$ cat src/rtl/ysyx_23060332_lsu.sv
// Load/store unit: accepts one execute-stage record, issues at most one aligned
// memory request, and produces the write-back record for the WBU.
module ysyx_23060332_lsu #(
  parameter int unsigned MAX_WAIT = 255
) (
  input  logic        clk,
  input  logic        rst,
  input  logic        in_valid,
  output logic        in_ready,
  input  logic        in_ren,
  input  logic        in_wen,
  input  logic [2:0]  in_func3,
  input  logic [31:0] in_addr,
  input  logic [31:0] in_wdata,
  input  logic [31:0] in_alu_result,
  input  logic [4:0]  in_waddr,
  input  logic        in_reg_wen,
  output logic        mem_req_valid,
  input  logic        mem_req_ready,
  output logic        mem_req_we,
  output logic [31:0] mem_req_addr,
  output logic [31:0] mem_req_wdata,
  output logic [3:0]  mem_req_wstrb,
  input  logic        mem_rsp_valid,
  input  logic [31:0] mem_rsp_rdata,
  output logic        out_valid,
  input  logic        out_ready,
  output logic [4:0]  out_waddr,
  output logic [31:0] out_wdata,
  output logic        out_reg_wen,
  output logic        out_err
);

  localparam int unsigned CNT_W = 8;
  localparam int unsigned XLEN  = 32;

  typedef enum logic [1:0] {
    S_IDLE = 2'd0,
    S_REQ  = 2'd1,
    S_WAIT = 2'd2,
    S_DONE = 2'd3
  } state_e;

  state_e            state_q, state_d;
  logic [CNT_W-1:0]  cnt_q, cnt_d;
  logic [2:0]        func3_q, func3_d;
  logic [1:0]        off_q, off_d;
  logic              ld_wen_q, ld_wen_d;
  logic              in_ready_q, in_ready_d;
  logic              req_valid_q, req_valid_d;
  logic              req_we_q, req_we_d;
  logic [XLEN-1:0]   req_addr_q, req_addr_d;
  logic [XLEN-1:0]   req_wdata_q, req_wdata_d;
  logic [3:0]        req_wstrb_q, req_wstrb_d;
  logic              out_valid_q, out_valid_d;
  logic [4:0]        out_waddr_q, out_waddr_d;
  logic [XLEN-1:0]   out_wdata_q, out_wdata_d;
  logic              out_reg_wen_q, out_reg_wen_d;
  logic              out_err_q, out_err_d;

  logic              op_err;
  logic [XLEN-1:0]   st_wdata;
  logic [3:0]        st_wstrb;
  logic [XLEN-1:0]   ld_word;
  logic [XLEN-1:0]   ld_data;
  logic [CNT_W-1:0]  cnt_inc;
  logic              timeout;

  // Reject ren&wen, illegal widths and misaligned accesses before touching the bus
  always_comb begin
    op_err = 1'b0;
    if (in_ren && in_wen) begin
      op_err = 1'b1;
    end else if (in_ren) begin
      case (in_func3)
        3'b000, 3'b100: op_err = 1'b0;
        3'b001, 3'b101: op_err = in_addr[0];
        3'b010:         op_err = (in_addr[1:0] != 2'b00);
        default:        op_err = 1'b1;
      endcase
    end else if (in_wen) begin
      case (in_func3)
        3'b000:  op_err = 1'b0;
        3'b001:  op_err = in_addr[0];
        3'b010:  op_err = (in_addr[1:0] != 2'b00);
        default: op_err = 1'b1;
      endcase
    end
  end

  // Store lane replication and byte strobes
  always_comb begin
    st_wdata = in_wdata;
    st_wstrb = 4'b1111;
    case (in_func3[1:0])
      2'b00: begin
        st_wstrb = 4'b0001 << in_addr[1:0];
        st_wdata = {4{in_wdata[7:0]}};
      end
      2'b01: begin
        st_wstrb = 4'b0011 << in_addr[1:0];
        st_wdata = {2{in_wdata[15:0]}};
      end
      default: ;
    endcase
  end

  // Load lane extraction and sign/zero extension
  always_comb begin
    ld_word = mem_rsp_rdata >> {off_q, 3'b000};
    case (func3_q)
      3'b000:  ld_data = {{24{ld_word[7]}}, ld_word[7:0]};
      3'b001:  ld_data = {{16{ld_word[15]}}, ld_word[15:0]};
      3'b100:  ld_data = {24'd0, ld_word[7:0]};
      3'b101:  ld_data = {16'd0, ld_word[15:0]};
      default: ld_data = ld_word;
    endcase
  end

  assign cnt_inc = cnt_q + CNT_W'(1);
  assign timeout = (cnt_inc == CNT_W'(MAX_WAIT));

  // Next-state and registered-output logic
  always_comb begin
    state_d       = state_q;
    cnt_d         = cnt_q;
    func3_d       = func3_q;
    off_d         = off_q;
    ld_wen_d      = ld_wen_q;
    in_ready_d    = in_ready_q;
    req_valid_d   = req_valid_q;
    req_we_d      = req_we_q;
    req_addr_d    = req_addr_q;
    req_wdata_d   = req_wdata_q;
    req_wstrb_d   = req_wstrb_q;
    out_valid_d   = out_valid_q;
    out_waddr_d   = out_waddr_q;
    out_wdata_d   = out_wdata_q;
    out_reg_wen_d = out_reg_wen_q;
    out_err_d     = out_err_q;

    case (state_q)
      S_IDLE: begin
        if (in_valid) begin
          in_ready_d    = 1'b0;
          func3_d       = in_func3;
          off_d         = in_addr[1:0];
          out_waddr_d   = in_waddr;
          out_err_d     = 1'b0;
          out_wdata_d   = '0;
          out_reg_wen_d = 1'b0;
          if (!in_ren && !in_wen) begin
            state_d       = S_DONE;
            out_valid_d   = 1'b1;
            out_wdata_d   = in_alu_result;
            out_reg_wen_d = in_reg_wen & (in_waddr != 5'd0);
          end else if (op_err) begin
            state_d     = S_DONE;
            out_valid_d = 1'b1;
            out_err_d   = 1'b1;
          end else begin
            state_d     = S_REQ;
            cnt_d       = '0;
            ld_wen_d    = in_ren & in_reg_wen & (in_waddr != 5'd0);
            req_valid_d = 1'b1;
            req_we_d    = in_wen;
            req_addr_d  = {in_addr[31:2], 2'b00};
            req_wdata_d = in_wen ? st_wdata : '0;
            req_wstrb_d = in_wen ? st_wstrb : 4'b0000;
          end
        end
      end
      S_REQ: begin
        cnt_d = cnt_inc;
        if (timeout) begin
          state_d     = S_DONE;
          req_valid_d = 1'b0;
          out_valid_d = 1'b1;
          out_err_d   = 1'b1;
        end else if (mem_req_ready) begin
          state_d     = S_WAIT;
          req_valid_d = 1'b0;
        end
      end
      S_WAIT: begin
        cnt_d = cnt_inc;
        if (timeout) begin
          state_d     = S_DONE;
          out_valid_d = 1'b1;
          out_err_d   = 1'b1;
        end else if (mem_rsp_valid) begin
          state_d       = S_DONE;
          out_valid_d   = 1'b1;
          out_wdata_d   = req_we_q ? '0 : ld_data;
          out_reg_wen_d = ld_wen_q;
        end
      end
      S_DONE: begin
        if (out_ready) begin
          state_d     = S_IDLE;
          out_valid_d = 1'b0;
          in_ready_d  = 1'b1;
        end
      end
      default: begin
        state_d     = S_IDLE;
        in_ready_d  = 1'b1;
        req_valid_d = 1'b0;
        out_valid_d = 1'b0;
      end
    endcase
  end

  // State and output registers, synchronous reset
  always_ff @(posedge clk) begin
    if (rst) begin
      state_q       <= S_IDLE;
      cnt_q         <= '0;
      func3_q       <= '0;
      off_q         <= '0;
      ld_wen_q      <= 1'b0;
      in_ready_q    <= 1'b1;
      req_valid_q   <= 1'b0;
      req_we_q      <= 1'b0;
      req_addr_q    <= '0;
      req_wdata_q   <= '0;
      req_wstrb_q   <= '0;
      out_valid_q   <= 1'b0;
      out_waddr_q   <= '0;
      out_wdata_q   <= '0;
      out_reg_wen_q <= 1'b0;
      out_err_q     <= 1'b0;
    end else begin
      state_q       <= state_d;
      cnt_q         <= cnt_d;
      func3_q       <= func3_d;
      off_q         <= off_d;
      ld_wen_q      <= ld_wen_d;
      in_ready_q    <= in_ready_d;
      req_valid_q   <= req_valid_d;
      req_we_q      <= req_we_d;
      req_addr_q    <= req_addr_d;
      req_wdata_q   <= req_wdata_d;
      req_wstrb_q   <= req_wstrb_d;
      out_valid_q   <= out_valid_d;
      out_waddr_q   <= out_waddr_d;
      out_wdata_q   <= out_wdata_d;
      out_reg_wen_q <= out_reg_wen_d;
      out_err_q     <= out_err_d;
    end
  end

  assign in_ready      = in_ready_q;
  assign mem_req_valid = req_valid_q;
  assign mem_req_we    = req_we_q;
  assign mem_req_addr  = req_addr_q;
  assign mem_req_wdata = req_wdata_q;
  assign mem_req_wstrb = req_wstrb_q;
  assign out_valid     = out_valid_q;
  assign out_waddr     = out_waddr_q;
  assign out_wdata     = out_wdata_q;
  assign out_reg_wen   = out_reg_wen_q;
  assign out_err       = out_err_q;

endmodule
$ cat config.mk
export PLATFORM = sky130hd
export DESIGN_NAME = ysyx_23060332_lsu
export DESIGN_NICKNAME = d
export VERILOG_FILES = /design/src/rtl/ysyx_23060332_lsu.sv
export SDC_FILE = /design/constraint.sdc
export NUM_CORES = 1
export LEC_CHECK = 0
export ABC_AREA = 1
export BUFFER_PORTS_ARGS = -buffer_cell sky130_fd_sc_hd__buf_2
export CORE_MARGIN = 3
export CORE_UTILIZATION = 45
export CTS_CLUSTER_DIAMETER = 30
export CTS_CLUSTER_SIZE = 40
export DETAILED_ROUTE_END_ITERATION = 6
export GPL_TIMING_DRIVEN = 0
export PLACE_DENSITY = 0.83
export SLEW_MARGIN = 30
export SYNTH_ARGS = -nofsm -noshare
export SYNTH_HDL_FRONTEND = slang
export SYNTH_SLANG_ARGS = --single-unit
$ cat constraint.sdc
create_clock -name clk -period 6 [get_ports clk]
set_clock_uncertainty 0.15 [all_clocks]
set_input_delay 0.3 -clock clk [delete_from_list [all_inputs] [get_ports clk]]
set_output_delay 0.3 -clock clk [all_outputs]
set_load 0.005 [all_outputs]
==> impl_metrics.tcl, run 1 <==
set metrics [dict create \
    final_antenna_net_count 0 \
    grt_overflow 0 \
    cp_data_arrival_time_ns 2.75 \
    period_share_pct 42.6 \
    synth_top_area_share_pct 40.6 \
    synth_edf_count 0 \
    grt_pass1_wl_mm 33.2 \
    cp-start-kind "flop" \
    synth-async-reset-ratio_pct 0 \
    syn_to_final_growth_pct 39.0 \
    powerDensity_mw_per_mm2 406 \
    cp-startpoint "state_q[0]$_SDFFE_PP0P_" \
    wl_mm 21.7 \
    insertion_delay_ns 0.42 \
    status "completed" \
    synthCells 912 \
    drc_errors 0 \
    die_w_um 123 \
    period_needed_ns 2.56 \
    cts.sinks 125 \
    antenna_found_initial 2 \
    final_hold_viol_count 0 \
    numPortBuffers 252 \
    r2r_start "state_q[0]$_SDFFE_PP0P_" \
    layout_commonest_cell "buf_2" \
    dp_slack_ns 3.51 \
    postSynthAreaPerCell_um2 6.76 \
    rsz0062_at_grt "no" \
    cts_tree "done" \
    reg2reg_to "out_wdata[27]$_SDFFE_PP0P_" \
    clock_power_share_pct 29.4 \
    ff2ff_path_depth 11 \
    p_int_w 0.00214 \
    dr.pass1.iters 5 \
    dieHeight_um 123 \
    dr_total_vias 7314 \
    synth-warning-count 0 \
    post-dp-hpwl_mm 16.2 \
    routedWlPerCell_um 15.5 \
    holdCritPathClass "in -> reg" \
    via_per_inst 5.20 \
    power_leakage_nw 4.08 \
    coreArea_mm2 0.0133 \
    pwr-share-comb_pct 38.4 \
    critPathCapture "out_wdata[27]$_SDFFE_PP0P_" \
    p_seq_share_pct 32.2 \
    final_cell_mix "buf_2, nand2_1, nor2_1, dfxtp_1, o21ai_0" \
    grt_usage_pct 27.9 \
    grt_max_degree 17 \
    ir_drop_v 0.000216 \
    ys_top_cells_by_area "dfxtp_1, nand2_1, nor2_1" \
    crit_type "reg -> reg" \
    cts_root_buffer "clkbuf_16" \
    die_area_mm2 0.0151 \
    ctsHtreeMaxLevel 4 \
    cap_violations 0 \
    hold_buffers 33 \
    tns_ns 0 \
    synth_area_mm2 0.00617 \
    gp_congestion 0.947 \
    worstPathRequired_ns 6.20 \
    reg2reg_slack_ns 3.44 \
    drtIter0Drc 577 \
    postSynthRegisterBits 125 \
    setup_viol 0 \
    start_util_pct 46.2 \
    p_switching_w 0.00134 \
    io_pins 256 \
    tightest_slew_ns 0.666 \
    path_max_fanout 10 \
    drive_gt1_share_pct 26.1 \
    clock_path_buffers 2 \
    grt_pass1_vias 6824 \
    synthFlopType "dfxtp_1" \
    drv_slew 0 \
    worst_setup_path_end_kind "flop" \
    fmax_mhz 391 \
    cts_setup_buffers 0 \
    num_rows 42 \
    synth_top_cell_by_area "dfxtp_1" \
    ctsResizeCount 0 \
    timing.final.ws_setup_ns 3.44 \
    synth_seq_area_share_pct 40.6 \
    slew_headroom_pct 55.6 \
    cts-buffers-inserted 17 \
    layout.nets 1368 \
    clkTransAtPathRegs_ns 0.06 \
    synth.distinct_cells 37 \
    p_sw_share_pct 38.6 \
]
## worst min path at each step
stage	start	cells past startpoint	slack, ns	to
3_3_place_gp	mem_req_wdata[9]$_SDFFE_PP0P_	2	0.30	mem_req_wdata[9]$_SDFFE_PP0P_
4_1_cts	in_waddr[3]	3	0.002	out_waddr[3]$_SDFFE_PP0P_
6_report	in_addr[25]	3	0.008	mem_req_addr[25]$_SDFFE_PP0P_
3_5_place_dp	mem_req_wdata[25]$_SDFFE_PP0P_	2	0.30	mem_req_wdata[25]$_SDFFE_PP0P_
5_1_grt	in_addr[17]	3	0.02	mem_req_addr[17]$_SDFFE_PP0P_
2_1_floorplan	ld_wen_q$_SDFFE_PP0P_	2	0.29	ld_wen_q$_SDFFE_PP0P_
## power by group through the flow
stage	combinational, W	clock [W]	sequential (W)
finish	0.00133	0.00102	0.00112
global route	0.00149	0.00107	0.00114
CTS	0.00131	0.00104	0.00112
detailed placement	0.00128	0	0.00113
global placement	0.00126	0	0.00113
floorplan	0.000811	0	0.00114
## cell type report
| cell class | instances | area (um^2) |
|---|---|---|
| diodes | 1 | 2.50 |
| plain buffers | 58 | 270 |
| clock buffers | 22 | 474 |
| clock inverters | 10 | 113 |
| fillers | 1268 | 4780 |
| inverters | 52 | 195 |
| multi-input cells | 678 | 3200 |
| flip-flops and latches | 125 | 2500 |
| well taps | 176 | 220 |
| repair buffers | 285 | 1590 |
## per-layer routing
| layer | part of all wire (%) | GRT usage, % | routed length [um] |
|---|---|---|---|
| met1 | 42 | 35.2 | 9050 |
| met2 | 47 | 46.1 | 10300 |
| met3 | 9.0 | 8.33 | 1950 |
| met4 | 2.2 | 8.37 | 488 |
| met5 | 0.032 | 0 | 7 |
## cell families after synthesis
| family | Yosys count | synth area share, % |
|---|---|---|
| AO/OA/AOI/OAI | 226 | 20.2 |
| multiplexers | 7 | 1.14 |
| buffers and inverters | 110 | 7.55 |
| other | 1 | 0.0608 |
| adder cells (fa/ha/maj) | 6 | 1.22 |
| flip-flops | 125 | 40.6 |
| AND/OR/NAND/NOR | 437 | 29.2 |
## metrics by stage
step | total power [W] | utilization, % | hold WS (ns) | instances | cell area, um^2
2_1_floorplan | 0.00195 | - | 0.286 | 913 | 6170
3_5_place_dp | 0.00242 | 57.3 | 0.302 | 1341 | 7650
3_3_place_gp | 0.00239 | 57.3 | 0.299 | 1341 | 7650
5_1_grt | 0.00371 | 64.2 | 0.0152 | 1407 | 8570
4_1_cts | 0.00347 | 64.2 | 0.00182 | 1406 | 8570
6_report | 0.00348 | 64.2 | 0.00845 | 1407 | 8570
## critical path, stage by stage (launching register included)
cell and delay, ns:
dfxtp_1 0.41, inv_1 0.10, ha_1 0.29, inv_1 0.15
or2_2 0.14, o21ai_0 0.08, a21oi_1 0.19, nand2_2 0.17
inv_2 0.12, clkbuf_1 0.41, nand2_1 0.13, a21oi_1 0.14
## Yosys cell counts, drive strengths merged (2+ instances only)
| cell type | n |
|---|---|
| a211oi | 4 |
| a21oi | 79 |
| a22oi | 8 |
| buf | 21 |
| clkbuf | 37 |
| dfxtp | 125 |
| ha | 6 |
| inv | 51 |
| mux2i | 7 |
| nand2 | 212 |
| nand3 | 52 |
| nand3b | 4 |
| nand4 | 5 |
| nor2 | 154 |
| nor3 | 2 |
| o2111ai | 2 |
| o211ai | 18 |
| o21ai | 103 |
| o22ai | 8 |
| or2 | 8 |
## flip-flops by register name, indices dropped and copies added, names as in the netlist, 2 cells and up
register and count:
off_q 2, mem_req_wdata 32, mem_req_addr 30, out_waddr 5, mem_req_wstrb 4, func3_q 3
state_q 2, out_wdata 32, cnt_q 8
Power figures use the tool's default switching activity.
==> run 2, diff against run 1 <==
- clock period: 6 -> 2.7 ns (I/O delays scaled with it)
==> run 2 against run 1 <==
Against the previous run: hold slack improved by 0.012 ns; register-to-register slack got worse by 3.2 ns; total power increased by 130%; largest cell class unchanged; clock power up 120%; core utilization increased by 5.2 points; non-clock buffer count increased by 69; combinational power grew 130%; sequential power up 120%; via count is 7.2% higher; largest power group unchanged.
==> impl_metrics.tcl, run 2 (synthesis results as in run 1) <==
set metrics [dict create \
    holdPathEnd "out_wdata[7]$_SDFFE_PP0P_" \
    cts_tree "done" \
    dieHeight_um 123 \
    clock_path_buffers 2 \
    final_hold_viol_count 0 \
    ctsHtreeMaxLevel 4 \
    reg2reg_slack_ns 0.27 \
    antenna_found_initial 1 \
    numPortBuffers 252 \
    ff2ff_path_depth 10 \
    grt_pass1_wl_mm 36.3 \
    insertion_delay_ns 0.42 \
    period_share_pct 90.2 \
    cp-start-kind "flop" \
    p_seq_share_pct 31.6 \
    p_int_w 0.00482 \
    post-dp-hpwl_mm 16.2 \
    gp_congestion 0.947 \
    rsz0062_at_grt "no" \
    holdCritPathClass "in -> reg" \
    die_area_mm2 0.0151 \
    num_rows 42 \
    io_pins 256 \
    dr_total_vias 7843 \
    place_inst 1341 \
    drive_gt1_share_pct 25.0 \
    worst_setup_path_end_kind "flop" \
    slew_headroom_pct 58.0 \
    cts.sinks 125 \
    dr.pass1.iters 7 \
    fin_cells 1476 \
    p_switching_w 0.00306 \
    path_max_fanout 10 \
    clkTransAtPathRegs_ns 0.06 \
    pwr-share-comb_pct 39.3 \
    grt_overflow 0 \
    layout_commonest_cell "buf_2" \
    final_antenna_net_count 0 \
    crit_type "reg -> reg" \
    cp_data_arrival_time_ns 2.56 \
    layout.nets 1437 \
    syn_to_final_growth_pct 50.2 \
    coreArea_mm2 0.0133 \
    path_cells "inv_1 > ha_2 > inv_1 > or2_2 > o21ai_0 > a21oi_1 > nand2_2 > inv_2 > clkbuf_1 > a21oi_1" \
    holdPathStages 5 \
    period_needed_ns 2.43 \
    min_from "in_alu_result[7]" \
    start_util_pct 46.2 \
    via_per_inst 5.31 \
    drtIter0Drc 682 \
    tns_ns 0 \
    cts-buffers-inserted 17 \
    r2r_start "state_q[0]$_SDFFE_PP0P_" \
    reg2reg_to "out_wdata[8]$_SDFFE_PP0P_" \
    grt_usage_pct 30.5 \
    clock_power_share_pct 29.1 \
    ir_drop_v 0.000475 \
    placed_cell_area_mm2 0.00765 \
    drv_slew 0 \
    grt_pass1_vias 7519 \
    tightest_slew_ns 0.631 \
    p_sw_share_pct 38.8 \
    cts_root_buffer "clkbuf_16" \
    powerDensity_mw_per_mm2 851 \
    status "completed" \
    wl_mm 23.8 \
    drc_errors 0 \
    worstPathRequired_ns 2.82 \
    final_cell_mix "buf_2, nand2_1, nor2_1, dfxtp_1, dlygate4sd3_1" \
    cap_violations 0 \
    routedWlPerCell_um 16.1 \
    cpPeakStageDelay_ns 0.41 \
    power_leakage_nw 4.37 \
    die_w_um 123 \
    fmax_mhz 411 \
    slowest_stage "dfxtp_1" \
    setup_viol 0 \
    stdcell_area_mm2 0.00926 \
    grt_max_degree 17 \
]
[run 2: layout make-up]
cell class	count	area [um^2]
fillers	1116	4080
multi-input cells	678	3210
flip-flops and latches	125	2500
clock inverters	10	113
clock buffers	22	474
inverters	52	195
diodes	1	2.50
plain buffers	58	274
repair buffers	354	2280
well taps	176	220
[run 2: routing by layer]
metal | share of wire [%] | GRT usage (%) | routed length [um]
met5 | 0 | 0 | 0
met4 | 3.2 | 11.8 | 761
met3 | 8.2 | 8.51 | 1950
met2 | 48 | 51.6 | 11500
met1 | 40 | 36.7 | 9620
[run 2: worst max path at each step]
stage	startpoint	endpoint	slack, ns	cells after the start
6_report	state_q[0]$_SDFFE_PP0P_	out_wdata[8]$_SDFFE_PP0P_	0.27	10
4_1_cts	state_q[0]$_SDFFE_PP0P_	ld_wen_q$_SDFFE_PP0P_	0.08	9
3_5_place_dp	state_q[0]$_SDFFE_PP0P_	out_wdata[27]$_SDFFE_PP0P_	0.21	11
2_1_floorplan	state_q[0]$_SDFFE_PP0P_	out_wdata[19]$_SDFFE_PP0P_	0.76	11
3_3_place_gp	state_q[0]$_SDFFE_PP0P_	out_wdata[27]$_SDFFE_PP0P_	0.25	11
5_1_grt	cnt_q[1]$_SDFFE_PP0P_	out_wdata[21]$_SDFFE_PP0P_	0.06	13
[run 2: critical path, delay by kind of cell, from the launching register on]
kind	cells	cell delay [ns]
compound gates	3	0.44
fa+ha+maj	1	0.24
buf+inv	4	0.73
flops	1	0.41
simple gates	2	0.32
[run 2: timing repair]
item	in CTS	in global routing
setup buffers	0	2
setup endpoints to repair	0	12
endpoints found under the hold margin	105	0
resized for setup	0	5
hold buffers	100	0
[run 2: metrics by stage]
stage	hold WS [ns]	utilization (%)	power (W)	setup slack (ns)
3_5_place_dp	0.243	57.3	0.00537	0.212
3_3_place_gp	0.234	57.3	0.00531	0.253
6_report	0.0201	69.4	0.00788	0.265
5_1_grt	0.0512	69.4	0.00837	0.0580
2_1_floorplan	0.128	-	0.00433	0.756
4_1_cts	0.00591	69.2	0.00778	0.0846
[run 2: power by group through the flow]
stage | Clock, W | Sequential [W] | Combinational [W]
final | 0.00229 | 0.00249 | 0.00310
after CTS | 0.00230 | 0.00248 | 0.00300
after global routing | 0.00238 | 0.00254 | 0.00344
after global placement | 0 | 0.00250 | 0.00281
after floorplan | 0 | 0.00252 | 0.00180
after detailed placement | 0 | 0.00252 | 0.00285
==> run 3, diff against run 2 <==
- CORE_UTILIZATION: 45 -> 49
- PLACE_DENSITY: 0.83 -> 0.88
==> run 3 against run 2 <==
Against the previous run: global-route usage rose by 4.9 points; critical endpoint is now ld_wen_q$_SDFFE_PP0P_; via count rose by 4.0%; wire length rose by 8.1%; critical path depth rose by 1; critical path type is now in -> reg; highest routed layer unchanged.
==> impl_metrics.tcl, run 3 (synthesis results as in run 1) <==
set metrics [dict create \
    status "completed" \
    place_inst 1333 \
    grt_pass1_wl_mm 40.1 \
    post-dp-hpwl_mm 16.1 \
    cts_tree "done" \
    clkTransAtPathRegs_ns 0.06 \
    worst_setup_path_end_kind "flop" \
    cts.sinks 125 \
    rsz0062_at_grt "no" \
    grt_usage_pct 35.4 \
    layout_commonest_cell "buf_2" \
    drtIter0Drc 921 \
    tns_ns 0 \
    holdCritPathClass "in -> reg" \
    fmax_mhz 386 \
    wl_mm 25.7 \
    antenna_found_initial 1 \
    die_w_um 118 \
    final_antenna_net_count 0 \
    tightest_slew_ns 0.571 \
    gp_congestion 0.972 \
    grt_max_degree 17 \
    dr_total_vias 8156 \
    worstPathRequired_ns 2.89 \
    drv_slew 0 \
    final_cell_mix "buf_2, nand2_1, nor2_1, dfxtp_1, dlygate4sd3_1" \
    p_int_w 0.00492 \
    io_pins 256 \
    layout.nets 1438 \
    final_hold_viol_count 0 \
    fin_cells 1469 \
    die_area_mm2 0.0140 \
    cp_data_arrival_time_ns 2.78 \
    p_sw_share_pct 38.8 \
    insertion_delay_ns 0.43 \
    grt_overflow 0 \
    dieHeight_um 118 \
    clock_power_share_pct 30.1 \
    wl_met3_mm 2.68 \
    pwr-share-comb_pct 38.7 \
    cts-buffers-inserted 17 \
    crit_type "in -> reg" \
    cts_root_buffer "clkbuf_16" \
    coreArea_mm2 0.0122 \
    grt_pass1_vias 8081 \
    syn_to_final_growth_pct 50.9 \
    setup_viol 0 \
    powerDensity_mw_per_mm2 864 \
    ctsHtreeMaxLevel 4 \
    cap_violations 0 \
    start_util_pct 50.7 \
    p_seq_share_pct 31.2 \
    via_per_inst 5.55 \
    drt-met1-wl_mm 9.60 \
    dr.pass1.iters 7 \
    period_needed_ns 2.59 \
    cp-start-kind "input port" \
    power_leakage_nw 4.38 \
    met2_length_mm 12.0 \
    routedWlPerCell_um 17.5 \
    num_rows 40 \
    ir_drop_v 0.000523 \
    drc_errors 0 \
    drive_gt1_share_pct 25.2 \
    slew_headroom_pct 61.9 \
    period_share_pct 95.9 \
    p_switching_w 0.00312 \
    clock_path_buffers 2 \
    top_layer_used "met4" \
    numPortBuffers 252 \
    path_max_fanout 10 \
]
==> run 3: cell types whose count changed in the layout (fill, tap and decap cells not counted), sizes merged <==
cell / before / now
dlygate4sd3: 100 / 101
clkinv: 6 / 5
inv: 52 / 51
bufinv: 2 / 3
buf: 275 / 274
clkbuf: 59 / 58
clkinvlp: 2 / 5
==> run 3: worst max-delay path, cell delays in order <==
cell           delay, ns
dlygate4sd3_1       0.53
buf_2               0.16
inv_1               0.08
nor2_2              0.33
nand2_1             0.14
a21boi_4            0.19
nand4_4             0.17
clkbuf_4            0.27
a31oi_1             0.05
dlygate4sd3_1       0.56
a211oi_1            0.17
==> run 3: area by class of cell <==
cell class	instances	area, um^2
tap	168	210
inverter	52	199
fill	872	2850
multi-input combinational	678	3210
antenna	1	2.50
timing repair buffer	355	2290
clock inverter	12	160
sequential	125	2500
clock buffer	20	467
buffer	58	274
==> run 3: path summary, 6_finish.rpt <==
path,end,cells past startpoint,start,slack [ns]
setup / recovery,ld_wen_q$_SDFFE_PP0P_,11,in_func3[0],0.11
setup reg to reg,ld_wen_q$_SDFFE_PP0P_,9,state_q[0]$_SDFFE_PP0P_,0.12
hold / removal,mem_req_valid$_SDFFE_PP0P_,5,mem_req_ready,0.02
hold reg to reg,ld_wen_q$_SDFFE_PP0P_,2,ld_wen_q$_SDFFE_PP0P_,0.32
==> run 3: metrics by stage <==
stage | util, % | cell area, um^2 | power [W] | hold WS [ns] | setup slack (ns)
finish | 76.5 | 9310 | 0.00805 | 0.0166 | 0.110
CTS | 76.3 | 9280 | 0.00786 | 0.00505 | 0.131
global route | 76.5 | 9310 | 0.00850 | 0.0338 | 0.00764
detailed placement | 62.8 | 7640 | 0.00536 | 0.242 | 0.214
global placement | 62.8 | 7640 | 0.00530 | 0.236 | 0.312
floorplan | - | 6170 | 0.00433 | 0.128 | 0.756
==> run 3: per-layer routing <==
layer,vias to the layer above,track usage [%]
met3,140,9.38
li1,3768,-
met1,3648,41.0
met4,0,20.7
met5,-,0
met2,600,58.7
==> run 3: timing repair <==
item,CTS,global route
hold endpoints to repair,103,0
endpoints found under the setup margin,0,12
gates resized for setup,0,5
hold buffers,101,0
buffers inserted,0,2
==> run 3: power by group through the flow <==
stage	clock (W)	sequential [W]	combinational, W
finish	0.00242	0.00251	0.00311
global route	0.00250	0.00255	0.00345
CTS	0.00241	0.00249	0.00296
detailed placement	0	0.00252	0.00283
global placement	0	0.00250	0.00280
floorplan	0	0.00252	0.00180
